--- src/rtl/shift_issue_stage_if.sv ---
// Decode-side and writeback-side valid/ready bundles
// for the shift issue stage.
interface shift_issue_stage_if #(
  parameter int DW = 16,
  parameter int RW = 4
);
  logic          in_valid;
  logic          in_ready;
  logic [DW-1:0] in_data;
  logic [3:0]    in_amt;
  logic [2:0]    in_op;
  logic [RW-1:0] in_rd;

  logic          out_valid;
  logic          out_ready;
  logic [DW-1:0] out_data;
  logic [RW-1:0] out_rd;
  logic          out_z;
  logic          out_err;

  modport master (
    output in_valid, in_data, in_amt,
    output in_op, in_rd,
    input  in_ready,
    input  out_valid, out_data, out_rd,
    input  out_z, out_err,
    output out_ready
  );

  modport slave (
    input  in_valid, in_data, in_amt,
    input  in_op, in_rd,
    output in_ready,
    output out_valid, out_data, out_rd,
    output out_z, out_err,
    input  out_ready
  );
endinterface

--- src/rtl/shift_issue_stage.sv ---
// Two-stage issue/retire wrapper around the external
// 16-bit barrel shifter (SLL/SRA/ROR) with flush.
module shift_issue_stage #(
  parameter int DW = 16,
  parameter int RW = 4
) (
  input  logic          clk,
  input  logic          rst_n,
  input  logic          flush,
  shift_issue_stage_if.slave io,
  output logic [DW-1:0] sh_in,
  output logic [3:0]    sh_val,
  output logic [2:0]    sh_op,
  input  logic [DW-1:0] sh_out
);
  logic          a_valid_q, a_valid_d;
  logic [DW-1:0] a_data_q, a_data_d;
  logic [3:0]    a_amt_q, a_amt_d;
  logic [2:0]    a_op_q, a_op_d;
  logic [RW-1:0] a_rd_q, a_rd_d;

  logic          b_valid_q, b_valid_d;
  logic [DW-1:0] b_data_q, b_data_d;
  logic [RW-1:0] b_rd_q, b_rd_d;
  logic          b_z_q, b_z_d;
  logic          b_err_q, b_err_d;

  logic          b_free;
  logic          a_adv;
  logic          in_fire;
  logic          legal;
  logic [DW-1:0] res;

  assign b_free      = !b_valid_q | io.out_ready;
  assign a_adv       = a_valid_q & b_free;
  assign io.in_ready = (!a_valid_q | b_free) & !flush;
  assign in_fire     = io.in_valid & io.in_ready;

  always_comb begin
    legal = 1'b0;
    unique case (1'b1)
      (a_op_q == 3'b100): legal = 1'b1;
      (a_op_q == 3'b101): legal = 1'b1;
      (a_op_q == 3'b110): legal = 1'b1;
      default:            legal = 1'b0;
    endcase
  end

  // Illegal ops bypass the shifter so the operand is retired intact.
  assign res = legal ? sh_out : a_data_q;

  always_comb begin
    a_valid_d = a_valid_q;
    a_data_d  = a_data_q;
    a_amt_d   = a_amt_q;
    a_op_d    = a_op_q;
    a_rd_d    = a_rd_q;
    if (in_fire) begin
      a_valid_d = 1'b1;
      a_data_d  = io.in_data;
      a_amt_d   = io.in_amt;
      a_op_d    = io.in_op;
      a_rd_d    = io.in_rd;
    end else if (a_adv) begin
      a_valid_d = 1'b0;
    end
    if (flush) a_valid_d = 1'b0;
  end

  always_comb begin
    b_valid_d = b_valid_q;
    b_data_d  = b_data_q;
    b_rd_d    = b_rd_q;
    b_z_d     = b_z_q;
    b_err_d   = b_err_q;
    if (a_adv) begin
      b_valid_d = 1'b1;
      b_data_d  = res;
      b_rd_d    = a_rd_q;
      b_z_d     = (res == '0);
      b_err_d   = !legal;
    end else if (io.out_ready) begin
      b_valid_d = 1'b0;
    end
    if (flush) b_valid_d = 1'b0;
  end

  always_ff @(posedge clk or negedge rst_n) begin
    if (!rst_n) begin
      a_valid_q <= 1'b0;
      a_data_q  <= '0;
      a_amt_q   <= '0;
      a_op_q    <= '0;
      a_rd_q    <= '0;
      b_valid_q <= 1'b0;
      b_data_q  <= '0;
      b_rd_q    <= '0;
      b_z_q     <= 1'b0;
      b_err_q   <= 1'b0;
    end else begin
      a_valid_q <= a_valid_d;
      a_data_q  <= a_data_d;
      a_amt_q   <= a_amt_d;
      a_op_q    <= a_op_d;
      a_rd_q    <= a_rd_d;
      b_valid_q <= b_valid_d;
      b_data_q  <= b_data_d;
      b_rd_q    <= b_rd_d;
      b_z_q     <= b_z_d;
      b_err_q   <= b_err_d;
    end
  end

  assign sh_in  = a_data_q;
  assign sh_val = a_amt_q;
  assign sh_op  = a_op_q;

  assign io.out_valid = b_valid_q;
  assign io.out_data  = b_data_q;
  assign io.out_rd    = b_rd_q;
  assign io.out_z     = b_z_q;
  assign io.out_err   = b_err_q;
endmodule

--- src/flat_wrapper.sv ---
// flat-port wrapper written by rule: the top's interface ports become plain ports
module shift_issue_stage_flat 
#(
  parameter int DW = 16,
  parameter int RW = 4
)
  (clk, rst_n, flush, sh_in, sh_val, sh_op, sh_out, io_in_valid, io_in_data, io_in_amt, io_in_op, io_in_rd, io_in_ready, io_out_valid, io_out_data, io_out_rd, io_out_z, io_out_err, io_out_ready);
  shift_issue_stage_if #(.DW(DW), .RW(RW)) io_i ();
  input  logic clk;
  input  logic rst_n;
  input  logic flush;
  output logic [DW-1:0] sh_in;
  output logic [3:0] sh_val;
  output logic [2:0] sh_op;
  input  logic [DW-1:0] sh_out;
  input wire logic [$bits(io_i.in_valid)-1:0] io_in_valid;
  input wire logic [$bits(io_i.in_data)-1:0] io_in_data;
  input wire logic [$bits(io_i.in_amt)-1:0] io_in_amt;
  input wire logic [$bits(io_i.in_op)-1:0] io_in_op;
  input wire logic [$bits(io_i.in_rd)-1:0] io_in_rd;
  output wire logic [$bits(io_i.in_ready)-1:0] io_in_ready;
  output wire logic [$bits(io_i.out_valid)-1:0] io_out_valid;
  output wire logic [$bits(io_i.out_data)-1:0] io_out_data;
  output wire logic [$bits(io_i.out_rd)-1:0] io_out_rd;
  output wire logic [$bits(io_i.out_z)-1:0] io_out_z;
  output wire logic [$bits(io_i.out_err)-1:0] io_out_err;
  input wire logic [$bits(io_i.out_ready)-1:0] io_out_ready;
  assign io_i.in_valid = io_in_valid;
  assign io_i.in_data = io_in_data;
  assign io_i.in_amt = io_in_amt;
  assign io_i.in_op = io_in_op;
  assign io_i.in_rd = io_in_rd;
  assign io_in_ready = io_i.in_ready;
  assign io_out_valid = io_i.out_valid;
  assign io_out_data = io_i.out_data;
  assign io_out_rd = io_i.out_rd;
  assign io_out_z = io_i.out_z;
  assign io_out_err = io_i.out_err;
  assign io_i.out_ready = io_out_ready;
  shift_issue_stage #(.DW(DW), .RW(RW)) u_core (.clk(clk), .rst_n(rst_n), .flush(flush), .io(io_i), .sh_in(sh_in), .sh_val(sh_val), .sh_op(sh_op), .sh_out(sh_out));
endmodule
--- config.mk ---
export PLATFORM = sky130hd
export DESIGN_NAME = shift_issue_stage_flat
export DESIGN_NICKNAME = d
export VERILOG_FILES = /design/src/rtl/shift_issue_stage_if.sv /design/src/rtl/shift_issue_stage.sv /design/src/flat_wrapper.sv
export SDC_FILE = /design/constraint.sdc
export NUM_CORES = 1
export LEC_CHECK = 0
export ABC_AREA = 1
export CORE_ASPECT_RATIO = 0.5
export CORE_MARGIN = 3
export CORE_UTILIZATION = 40
export CTS_CLUSTER_DIAMETER = 100
export DETAILED_ROUTE_END_ITERATION = 16
export PLACE_DENSITY = 0.87
export SLEW_MARGIN = 30
export SYNTH_ARGS = -nofsm -noshare
export SYNTH_HDL_FRONTEND = slang
export SYNTH_SLANG_ARGS = --single-unit
--- constraint.sdc ---
create_clock -name clk -period 1.85 [get_ports clk]
set_clock_uncertainty 0.15 [all_clocks]
set_input_delay 0.4625 -clock clk [delete_from_list [all_inputs] [get_ports clk]]
set_output_delay 0.4625 -clock clk [all_outputs]
set_load 0.005 [all_outputs]
==> metrics.yaml <==
worst_setup_path:
  cp.buffers_inverters: 1
  critical_path_class: "flip-flop to output pin"
  worst_path_max_delay_cell: "clkdlybuf4s50_1"
  required_ps: 1240
  critPathLaunchType: "flip-flop"
  worstPathCellList: "clkdlybuf4s50_1"
  crit_start: "u_core.sh_in[2]$_DFFE_PN0P_"
  crit_family: "buffers and inverters"
  critPathMaxFanout: 3
  critPathMaxStageDelay_ps: 520
  reg2reg_from: "u_core.sh_op[2]$_DFFE_PN0P_"
  cp.arrival_ps: 1250
  setup.worst_path.end_class: "output pin"
worst_hold_path:
  worstHoldPathType: "flip-flop to flip-flop"
  hold_path.startpoint: "u_core.io.out_rd[1]$_DFFE_PN0P_"
clocking:
  clockRootBuffer: "clkbuf_8"
  insertion_delay_ps: 310
  numCtsBuffers: 5
  cts_buffer_depth: 2
  cts.sinks: 51
  htree_levels: 2
  cts_tree: "built"
  clk_pin_slew_worst_paths_ps: 100
logic_synthesis:
  synth_simple_gate_area_frac: 0.292
  yosys_warnings: 0
  synth_mux_area_frac: 0
  synth_top_family_by_area: "simple AND/OR/NAND/NOR gates"
  ys_seq_area_frac: 0.575
  synthAdderAreaFrac: 0
  syn_nets: 314
  synth_seq_cells: 51
  synth-xor-area-share: 0
  synth.cell_area_mm2: 0.00222
  synth.distinct_cells: 19
  syn_avg_cell_area_um2: 8.34
  synth_cells: 266
  synth_compound_area_frac: 0.0773
sta:
  relSlewSlack: 0.665
  hold_violations: 0
  fmax_mhz: 537
  worst_pin_slew_ps: 502
  slew_viol_final: 0
  finalCriticalPeriod_ps: 1860
  setup_viol: 2
  tns_ps: -21.1
  worst_slack_ps: -13.1
  period_share: 1.01
layout:
  drive_above_1_share: 0.136
  nNetsFinal: 438
  instances_no_fill: 461
  area_delta_synth_final_pct: 62.6
  diodes: 0
floorplan:
  rows: 18
  die_height_um: 58.7
  die_area_mm2: 0.00653
  die_w_um: 111
  core-area_mm2: 0.00513
  initial_core_util: 0.432
  io_pins: 95
global_routing:
  grt_pass1_wl_mm: 11.5
  antenna_found_initial: 0
  grt_max_degree: 29
  track_usage: 0.223
  grt-ovfl-total: 0
  grt_pass1_vias: 2328
power:
  powerDensity_mw_per_mm2: 918
  p_leak_uw: 0.00185
  finalPower_uw: 3310
  ir_drop_uv: 424
route:
  avgViaCountPerCell: 5.44
  wl_mm: 8.26
  first_pass_iters: 6
  drtIter0Drc: 320
  ant_nets: 0
  vias: 2508
  drc: 0
  routedWlPerCell_um: 17.9
outcome:
  violations: "setup timing"
  status: "complete, but fails checks"
place:
  place_hpwl_mm: 5.11
  dpl.cell_count: 430
  place.gp.congestion: 0.916
  io_buffers: 94
flow_run:
  drv_cap: 0
==> synth_stat cells, drive strengths merged <==
| cell type | n | area [um^2] |
|---|---|---|
| dfrtp | 51 | 1280 |
| nand4 | 1 | 6.26 |
| o31ai | 1 | 7.51 |
| buf | 12 | 70.1 |
| a21oi | 8 | 43.8 |
| a31oi | 12 | 75.1 |
| nor2 | 29 | 109 |
| clkbuf | 3 | 11.3 |
| nand2 | 94 | 358 |
| inv | 11 | 41.3 |
| nand3 | 35 | 175 |
| o21ai | 9 | 45.0 |
==> what timing repair did <==
action,in CTS,in global routing
endpoints found under the setup margin,8,18
gates resized for setup,8,11
hold buffers,1,0
hold endpoints to repair,19,0
pin swaps,1,0
buffers inserted,8,14
==> worst paths after layout <==
path	to	slack, ps	cells after the start
max in group asynchronous	u_core.io.out_z$_DFFE_PN0P_	430	3
worst max-delay path	sh_in[2]	-10	1
min in group asynchronous	u_core.a_rd_q[2]$_DFFE_PN0P_	490	2
worst max register to register	u_core.io.out_z$_DFFE_PN0P_	40	10
worst min register to register	u_core.io.out_rd[1]$_DFFE_PN0P_	330	2
worst min-delay path	u_core.io.out_rd[1]$_DFFE_PN0P_	330	2
==> area by class of cell <==
class,instances,area [um^2]
Timing Repair Buffer,132,1250
Fill cell,357,1530
Tap cell,70,87.6
Clock inverter,2,35.0
Inverter,11,41.3
Multi-Input combinational cell,189,831
Sequential cell,51,1280
Clock buffer,6,82.6
==> per-stage QoR <==
stage	instance area [um^2]	hold slack, ps	worst slack, ps	util
floorplan	2220	16.9	253	-
global placement	3290	279	-421	0.640
detailed placement	3290	294	-431	0.640
CTS	3470	332	3.21	0.676
global route	3610	318	-45.4	0.702
finish	3610	328	-13.1	0.702
==> where the power goes <==
part / internal (uW) / switching, uW
clock network: 438 / 385
logic: 591 / 476
registers: 1300 / 124
==> per-layer routing <==
layer	global-route usage	vias to the layer above	routed length (um)
li1	-	1105	-
met1	0.282	1196	2970
met4	0.0537	0	243
met5	0	-	0
met3	0.0411	31	921
met2	0.407	176	4130
==> cells by family (layout without fill, tap and decap cells) <==
| family | after synthesis | after routing |
|---|---|---|
| buffers and inverters | 26 | 151 |
| flip-flops | 51 | 51 |
| AND/OR/NAND/NOR | 159 | 159 |
| AO/OA/AOI/OAI | 30 | 30 |
==> sequential cells by signal (all words and copies together) (netlist names) <==
register and flops:
u_core.sh_val 4, u_core.io.out_data 16, u_core.a_valid_q 1, u_core.a_rd_q 4, u_core.io.out_err 1, u_core.io.out_valid 1, u_core.sh_op 3, u_core.sh_in 16
u_core.io.out_z 1, u_core.io.out_rd 4
==> cells in the final DEF, fill, tap and decap left out <==
master,count
a21oi_1,7
a21oi_2,1
a31oi_1,12
buf_12,1
buf_2,2
buf_4,36
bufinv_16,1
clkbuf_8,6
clkdlybuf4s50_1,80
clkinv_2,1
dfrtp_1,51
dlygate4sd2_1,2
dlygate4sd3_1,1
dlymetal6s2s_1,10
inv_1,10
inv_2,1
nand2_1,91
nand2_2,2
nand2_4,1
nand3_1,35
nand4_1,1
nor2_1,29
o21ai_0,8
o21ai_2,1
o31ai_1,1
Note: power is estimated with default switching activity, not from simulation.
